File: src/rtl/imem_boot_loader_pkg.sv
`default_nettype none
// +----------------------------------------------------------------------+
// | imem_boot_loader_pkg                                                 |
// | State encoding and framing constants for the boot-time IMEM loader.  |
// | Revision: 1.0                                                        |
// +----------------------------------------------------------------------+
package imem_boot_loader_pkg;

  typedef enum logic [2:0] {
    HDR_LO  = 3'd0,
    HDR_HI  = 3'd1,
    PAYLOAD = 3'd2,
    CHK     = 3'd3,
    DONE    = 3'd4,
    ERR     = 3'd5
  } state_e;

  localparam int HDR_BYTES      = 2;
  localparam int BYTES_PER_WORD = 4;

  function automatic logic accepts_bytes(input state_e s);
    return (s == HDR_LO) || (s == HDR_HI) || (s == PAYLOAD) || (s == CHK);
  endfunction

endpackage
`default_nettype wire

File: src/rtl/imem_word_packer.sv
`default_nettype none
// +----------------------------------------------------------------------+
// | imem_word_packer                                                     |
// | Packs four bytes little-endian into a word; pulses word_valid_o once.|
// | Revision: 1.0                                                        |
// +----------------------------------------------------------------------+
module imem_word_packer
  import imem_boot_loader_pkg::*;
(
  input  logic        clk,
  input  logic        rst,
  input  logic        take_i,
  input  logic        clear_i,
  input  logic [7:0]  byte_i,
  output logic        word_valid_o,
  output logic [31:0] word_o,
  output logic        last_o
);

  localparam logic [1:0] LAST_IDX = 2'(BYTES_PER_WORD - 1);

  logic [1:0]  idx_q;
  logic [31:0] data_q;
  logic        valid_q;

  // Right-shifting in each byte leaves the first byte in [7:0] after four takes.
  always_ff @(posedge clk) begin
    if (rst) begin
      idx_q   <= 2'd0;
      data_q  <= 32'd0;
      valid_q <= 1'b0;
    end else begin
      valid_q <= take_i && (idx_q == LAST_IDX);
      if (take_i) begin
        data_q <= {byte_i, data_q[31:8]};
        idx_q  <= idx_q + 2'd1;
      end else if (clear_i) begin
        idx_q <= 2'd0;
      end
    end
  end

  assign word_valid_o = valid_q;
  assign word_o       = data_q;
  assign last_o       = (idx_q == LAST_IDX);

endmodule
`default_nettype wire

File: src/rtl/imem_boot_loader.sv
`default_nettype none
// +----------------------------------------------------------------------+
// | imem_boot_loader                                                     |
// | Byte-stream IMEM loader holding the core in reset until load is done.|
// | Optional trailing XOR checksum: IMEM_BOOT_LOADER_CHECKSUM_EN.        |
// | Revision: 1.0                                                        |
// +----------------------------------------------------------------------+
module imem_boot_loader
  import imem_boot_loader_pkg::*;
#(
  parameter int ADDR_W = 8
) (
  input  logic              CLK,
  input  logic              RST,
  input  logic              BYTE_VALID,
  input  logic [7:0]        BYTE_DATA,
  output logic              BYTE_READY,
  output logic              IMEM_WE,
  output logic [ADDR_W-1:0] IMEM_ADDR,
  output logic [31:0]       IMEM_WDATA,
  output logic              CORE_RST,
  output logic              LOAD_DONE,
  output logic              LOAD_ERR
);

  localparam logic [16:0] MAX_WORDS = 17'd1 << ADDR_W;

  state_e            state_q, state_d;
  state_e            after_payload;
  logic [15:0]       count_q;
  logic [ADDR_W:0]   word_cnt_q;
  logic [ADDR_W-1:0] addr_q;
  logic              core_rst_q, core_rst_d;
  logic              done_q, done_d;
  logic              err_q, err_d;
  logic              byte_ready;
  logic              take;
  logic              pk_take, pk_clear, pk_last, pk_valid;
  logic [31:0]       pk_word;
  logic [15:0]       hdr_count;
  logic              last_word;

`ifdef IMEM_BOOT_LOADER_CHECKSUM_EN
  logic [7:0] chk_q;
  assign after_payload = CHK;
`else
  assign after_payload = DONE;
`endif

  assign take      = BYTE_VALID && byte_ready;
  assign hdr_count = {BYTE_DATA, count_q[7:0]};
  assign last_word = (17'(word_cnt_q) + 17'd1) == {1'b0, count_q};
  assign pk_take   = take && (state_q == PAYLOAD);
  assign pk_clear  = (state_q != PAYLOAD);

  always_ff @(posedge CLK) begin
    if (RST) state_q <= HDR_LO;
    else     state_q <= state_d;
  end

  always_comb begin
    state_d = state_q;
    case (state_q)
      HDR_LO:  if (take) state_d = HDR_HI;
      HDR_HI: begin
        if (take) begin
          if (hdr_count == 16'd0)                 state_d = after_payload;
          else if ({1'b0, hdr_count} > MAX_WORDS) state_d = ERR;
          else                                    state_d = PAYLOAD;
        end
      end
      PAYLOAD: if (pk_take && pk_last && last_word) state_d = after_payload;
`ifdef IMEM_BOOT_LOADER_CHECKSUM_EN
      CHK:     if (take) state_d = (BYTE_DATA == chk_q) ? DONE : ERR;
`endif
      default: state_d = state_q;
    endcase
  end

  always_comb begin
    byte_ready = accepts_bytes(state_q);
    core_rst_d = (state_q != DONE);
    done_d     = (state_q == DONE);
    err_d      = (state_q == ERR);
  end

  // Status lags the state by one cycle so the final write lands before the core runs.
  always_ff @(posedge CLK) begin
    if (RST) begin
      core_rst_q <= 1'b1;
      done_q     <= 1'b0;
      err_q      <= 1'b0;
    end else begin
      core_rst_q <= core_rst_d;
      done_q     <= done_d;
      err_q      <= err_d;
    end
  end

  always_ff @(posedge CLK) begin
    if (RST) begin
      count_q    <= 16'd0;
      word_cnt_q <= '0;
      addr_q     <= '0;
    end else begin
      if (take && (state_q == HDR_LO)) count_q[7:0]  <= BYTE_DATA;
      if (take && (state_q == HDR_HI)) count_q[15:8] <= BYTE_DATA;
      if (pk_take && pk_last) begin
        addr_q     <= word_cnt_q[ADDR_W-1:0];
        word_cnt_q <= word_cnt_q + (ADDR_W+1)'(1);
      end
    end
  end

`ifdef IMEM_BOOT_LOADER_CHECKSUM_EN
  always_ff @(posedge CLK) begin
    if (RST)          chk_q <= 8'd0;
    else if (pk_take) chk_q <= chk_q ^ BYTE_DATA;
  end
`endif

  imem_word_packer u_packer (
    .clk          (CLK),
    .rst          (RST),
    .take_i       (pk_take),
    .clear_i      (pk_clear),
    .byte_i       (BYTE_DATA),
    .word_valid_o (pk_valid),
    .word_o       (pk_word),
    .last_o       (pk_last)
  );

  assign BYTE_READY = byte_ready;
  assign IMEM_WE    = pk_valid;
  assign IMEM_ADDR  = addr_q;
  assign IMEM_WDATA = pk_word;
  assign CORE_RST   = core_rst_q;
  assign LOAD_DONE  = done_q;
  assign LOAD_ERR   = err_q;

endmodule
`default_nettype wire
File: config.mk
export PLATFORM = sky130hd
export DESIGN_NAME = imem_boot_loader
export DESIGN_NICKNAME = d
export VERILOG_FILES = /design/src/rtl/imem_boot_loader_pkg.sv /design/src/rtl/imem_word_packer.sv /design/src/rtl/imem_boot_loader.sv
export SDC_FILE = /design/constraint.sdc
export NUM_CORES = 1
export LEC_CHECK = 0
export CAP_MARGIN = 30
export CORE_MARGIN = 4
export CORE_UTILIZATION = 55
export CTS_CLUSTER_SIZE = 25
export DETAILED_ROUTE_END_ITERATION = 10
export GPL_ROUTABILITY_DRIVEN = 1
export GPL_TIMING_DRIVEN = 0
export PLACE_DENSITY = 0.85
export SLEW_MARGIN = 20
export SYNTH_ARGS = -nofsm -noshare
export SYNTH_HDL_FRONTEND = slang
export SYNTH_SLANG_ARGS = --single-unit
export TNS_END_PERCENT = 30
File: constraint.sdc
create_clock -name CLK -period 5.3 [get_ports CLK]
set_clock_uncertainty 0.1 [all_clocks]
set_input_delay 0.795 -clock CLK [delete_from_list [all_inputs] [get_ports CLK]]
set_output_delay 0.795 -clock CLK [all_outputs]
set_load 0.005 [all_outputs]
# After elaboration in Yosys (flattened, before gate mapping)
# Cells that the tools add are included.
[totals]
ff_bits = 74
out_inout_bits = 45
elab_cells = 49
[op_classes]
n_addsub = 3
magnitude_cmp = 1
n_eq_ne = 12
muxes = 8
reduce_logical = 14
[ops]
columns = ["cell", "n"]
rows = [
  ["10-bit by 16-bit == test with 1-bit output", 1],
  ["16-bit by 9-bit greater-than comparator with 1-bit output (second input constant)", 1],
  ["16-bit zero test", 1],
  ["3-bit two-way mux", 5],
  ["9-bit by 1-bit adder with 10-bit output (second input constant)", 1],
  ["9-bit by 1-bit adder with 9-bit output (second input constant)", 1],
  ["3-bit one-hot mux with 3 select lines", 1],
  ["3-bit by 2-bit == test with 1-bit output (second input constant)", 2],
  ["3-bit == test (second input constant)", 2],
  ["1-bit logical AND", 6],
  ["2-bit != test (second input constant)", 3],
  ["2-bit two-way mux", 2],
  ["4-bit AND reduction", 1],
  ["3-bit by 1-bit == test with 1-bit output (second input constant)", 1],
  ["3-bit zero test", 1],
  ["1-bit logical OR", 3],
  ["3-bit by 2-bit != test with 1-bit output (second input constant)", 1],
  ["3-bit != test (second input constant)", 1],
  ["3-bit nonzero test", 1],
  ["2-bit by 1-bit adder with 2-bit output (second input constant)", 1],
  ["2-bit == test (second input constant)", 1],
  ["2-bit nonzero test", 1],
]

# Longest topological paths before layout
[logic_depth]
ltp_word = 10
ltp_mapped = 7
mapped_depth_nobuf = 7

# Modules after synthesis
# A second synthesis with hierarchy kept.
[hier_totals]
hier_cells = 349
area_unflattened_um2 = 3103.0
[by_module_without_submodules]
columns = ["module", "n_inst", "cells_each", "area_per_inst_um2", "seq_area_each_um2"]
rows = [
  ["imem_boot_loader", 1, 233, 1854.3, 780.7],
  ["imem_word_packer", 1, 116, 1248.7, 700.7],
]

# Least setup slack after synthesis
# Ideal clock, no wire load.
[synth_timing]
path_kind = "input to register"
start = "in BYTE_DATA[4]"
end = "reg state_q[2]"
setup_ps = 132
arrival_time_ps = 1910
setup_slack_ps = 3158
cell_stages = 5
cell_sequence = "or4_1 -> nor4_1 -> nand2_1 -> a41oi_1 -> a21oi_1"
[synth_between]
elab_chain_cells = 5
elab_cells_between_ends = 6
cone_classes = "order compare: 1; mux: 4; reduce/logical: 1"
[synth_lines]
columns = ["item", "line", "text"]
rows = [
  ["from (decl)", "imem_boot_loader.sv:16", "input logic [7:0] BYTE_DATA,"],
  ["16-bit by 9-bit greater-than comparator with 1-bit output", "imem_boot_loader.sv:68", "else if ({1'b0, hdr_count} > MAX_WORDS) state_d = ERR;"],
  ["3-bit two-way mux", "imem_boot_loader.sv:68", ""],
  ["3-bit two-way mux *", "imem_boot_loader.sv:67", "if (hdr_count == 16'd0) state_d = after_payload;"],
  ["3-bit two-way mux *", "imem_boot_loader.sv:66", "if (take) begin"],
  ["3-bit one-hot mux with 3 select lines *", "imem_boot_loader.sv:63", "case (state_q)"],
  ["to (signal assigned)", "imem_boot_loader.sv:58", "else state_q <= state_d;"],
  ["to (decl)", "imem_boot_loader.sv:28", "state_e state_q, state_d;"],
]
# Mark *: on every way between the ends. The rest lies on a longest branch, timed or not. The select of a mux whose other input is x is not followed.
# A chain may end at the register's enable or synchronous reset.

# Worst setup path in the final report
[layout_timing]
start = "in BYTE_DATA[5]"
end = "reg state_q[2]"
# The elaborated chain is that of the path after synthesis.

==> results.md <==
* DRC viols at 0
* Min Tclk post-route at between 2000 and 3000 ps
* Syn Nets at 386
* M1 wire length at ~3200 um
* Synthesis Warnings at 0
* Synth-to-Final Area Change at 27.8%
* Via count at 2777
* Die area at 6670 um2
* Die X at between 80 and 90 um
* Final wirelength at 7430 um
* Type of the worst setup path: primary input to flip-flop
* Number of global-route vias before repair at 2715
* Clock transition at the registers of the reported paths at 80 ps
* Worst slack, placed at 2340 ps
* Static leakage at 1.28 nW
* Count of state elements after synthesis at 74
* Vias per std cell at 5.40
* Post-CTS Resized at 0
* Slew Limit Fails at 0
* Initial DRC Count at 230
* CP Max Fanout at 4
* Unrepaired setup endpoints after global routing: no
* Post-CTS Setup Bufs at 0
* Reg2reg path depth at 7
* Worst-case clock buffer depth at 2
* Core ar. at 5170 um2
* Clk_lat worst skew at between 300 and 400 ps
* Met2 wire length at 3520 um
* Top_reg_cell synth: dfxtp_1
* Outcome: complete, no violations
* Met3 WL at roughly 540 um
* Setup WS post-layout at approximately 2600 ps
* Antenna diodes at 0
* Initial antenna violation count at 0
* Async SR Flop Fraction at 0%
* Synthesized cell area at 2980 um2
* Core Rows at 26
* Num Clock Sinks at 74
* Reg-to-reg startpoint: word_cnt_q[0]
* I/O pins at between 50 and 60
* Worst VDD drop at 0.172 mV
* TritonCTS clock tree: built
* CTS hold repair buffers at 0
* Port bufs at 55
* CTS buffer count at 9
* Share of layout cells above drive strength 1 at around 5.4%
* Sequential Area at 1480 um2
* Slew @ Worst Pin at 813 ps
* Post-synthesis sequential area ratio at between 40 and 50%
* Fmax at 372 MHz
* DR top layer: met4
* Rel. slew slack at 45.4%
* Hold Vio Cnt, Final at 0
* CP startpoint kind: primary input
* Fillers at 358
* Crit path required time at 5410 ps
* Reg2reg end: state_q[1]
* GRT Total Usage at 24.1%
* Slowest-stage cell, CP: or4_1
* Die Y at ~80 um
* Critical Path End Type: flip-flop
* First-pass GRT wire length at 12200 um
* Nets at roughly 450
* Syn_area_per_cell at 8.00 um2
* Multi-input logic area at 1380 um2
* GR Overflow Total at 0
* Post-Synthesis Cells at 373
* Routed wire per std cell at 14.5 um
* EDFF count, synth at 0
* Hpwl dp at 5350 um
* HP Class: flip-flop to flip-flop
* Initial Utilization at between 50% and 60%
* Setup Viol. Count Final at 0
* Max cap viols at 0
* Largest net degree at the start of global routing at 14
* Pre-antenna DRT Iters at 4
* Worst setup path endpoint: state_q[2]
* Max stage delay on crit path at 530 ps
* Crit path DAT at 2810 ps
* CP cell instances: clkdlybuf4s50_1 -> or4_1 -> nor4_1 -> nand2_1 -> a41oi_1 -> a21oi_1
* RD Place Congestion at 0.926
* Tcrit/Tclk final at 50.8%
* CTS H-Tree Depth at 3
* R2R setup slack at about 3200 ps
* Netlist cell types at 32
* Post-route ant nets at 0
* Pwr dens at 282 nW/um2
* Final setup TNS at 0 ps
* Clock Tree Root: clkbuf_8
* Critical path launch point: BYTE_DATA[5]
[worst max-delay path: cells and delay by family]
family                 cells  cell delay [ps]
and+or+nand+nor            3             1110
buffers and inverters      1              510
AOI/OAI and AO/OA          2              380
[registers in the layout, indices dropped and copies added, names as in the netlist]
name,count
u_packer.idx_q,2
LOAD_ERR,1
u_packer.word_o,32
u_packer.word_valid_o,1
CORE_RST,1
IMEM_ADDR,8
count_q,16
state_q,3
word_cnt_q,9
LOAD_DONE,1
[cell usage after synthesis (all sizes together), types with 3 or more instances]
cell,n,area [um2]
or3,4,25.0
clkbuf,17,63.8
xor2,5,43.8
buf,5,40.0
nand4,5,43.8
nand2,125,469
or4,4,30.0
inv,5,18.8
nor3,7,35.0
nor4,5,31.3
xnor2,17,168
dfxtp,74,1480
nand3,5,25.0
o21ai,3,15.0
a21oi,61,305
nor2,16,60.1
[logic make-up after synthesis]
kind of cell | Yosys count | synth area share (%)
adder cells (fa/ha/maj) | 2 | 0.838
AND/OR/NAND/NOR | 180 | 26.4
flip-flops | 74 | 49.6
multiplexers | 1 | 0.335
XOR/XNOR | 22 | 7.09
AO/OA/AOI/OAI | 67 | 11.6
buffers and inverters | 27 | 4.11
[area by class of cell]
type                       instances  share of cell area [%]
buffer                            22                    2.72
multi-input combinational        272                    36.2
tap                               70                    2.30
sequential                        74                    38.8
timing repair buffer              55                    14.4
clock inverter                     6                    1.71
inverter                           5                   0.492
clock buffer                      10                    3.35
[layout by cell type (no fill, tap or decap), drive strengths merged]
| cell type | n |
|---|---|
| and2 | 2 |
| ha | 2 |
| bufinv | 1 |
| nand3 | 5 |
| nor2 | 16 |
| nand4 | 5 |
| nor3 | 7 |
| mux2i | 1 |
| a22o | 1 |
| o21ai | 3 |
| nand2 | 125 |
| or3b | 1 |
| and2b | 1 |
| o21a | 1 |
| inv | 6 |
| clkinv | 3 |
| nor4b | 1 |
| nand2b | 2 |
| or3 | 4 |
| a21oi | 61 |
| clkdlybuf4s50 | 55 |
| nor4 | 5 |
| or4 | 4 |
| xor2 | 5 |
| and4bb | 1 |
| or2 | 1 |
| buf | 5 |
| clkbuf | 27 |
| xnor2 | 17 |
| dfxtp | 74 |
| a41oi | 1 |
| clkinvlp | 1 |
[metrics by stage]
stage	area, um2	std cells	power (W)	utilization (%)	hold WS, ps
5_1_grt	3810	514	0.00110	73.8	380
4_1_cts	3810	514	0.00107	73.8	357
6_report	3810	514	0.00108	73.8	355
3_5_place_dp	3620	498	0.000651	70.0	348
2_1_floorplan	2980	373	0.000624	-	329
3_3_place_gp	3620	498	0.000648	70.0	340
[how the worst min path moves through the flow]
stage	from	endpoint	slack [ps]	cells past startpoint
finish	IMEM_ADDR[4]	IMEM_ADDR[4]	360	2
floorplan	count_q[12]	count_q[12]	330	2
CTS	IMEM_ADDR[6]	IMEM_ADDR[6]	360	2
global route	IMEM_ADDR[1]	IMEM_ADDR[1]	380	2
global placement	u_packer.word_o[0]	u_packer.word_o[0]	340	2
detailed placement	IMEM_ADDR[6]	IMEM_ADDR[6]	350	2
[per-layer routing]
layer  global-route usage (%)  vias to the layer above
li1                         -                     1362
met1                     31.5                     1295
met2                     38.4                      101
met3                     4.61                       19
met4                     11.5                        0
met5                        0                        -
[where the power goes]
part | internal (W) | leakage, nW | switching [W] | total (W)
sequential | 0.000564 | 0.598 | 0.00000722 | 0.000571
clock | 0.000218 | 0.0966 | 0.000217 | 0.000435
combinational | 0.0000281 | 0.588 | 0.0000412 | 0.0000693
total | 0.000811 | 1.28 | 0.000265 | 0.00108
No activity file was read; power rests on OpenSTA's default activity.
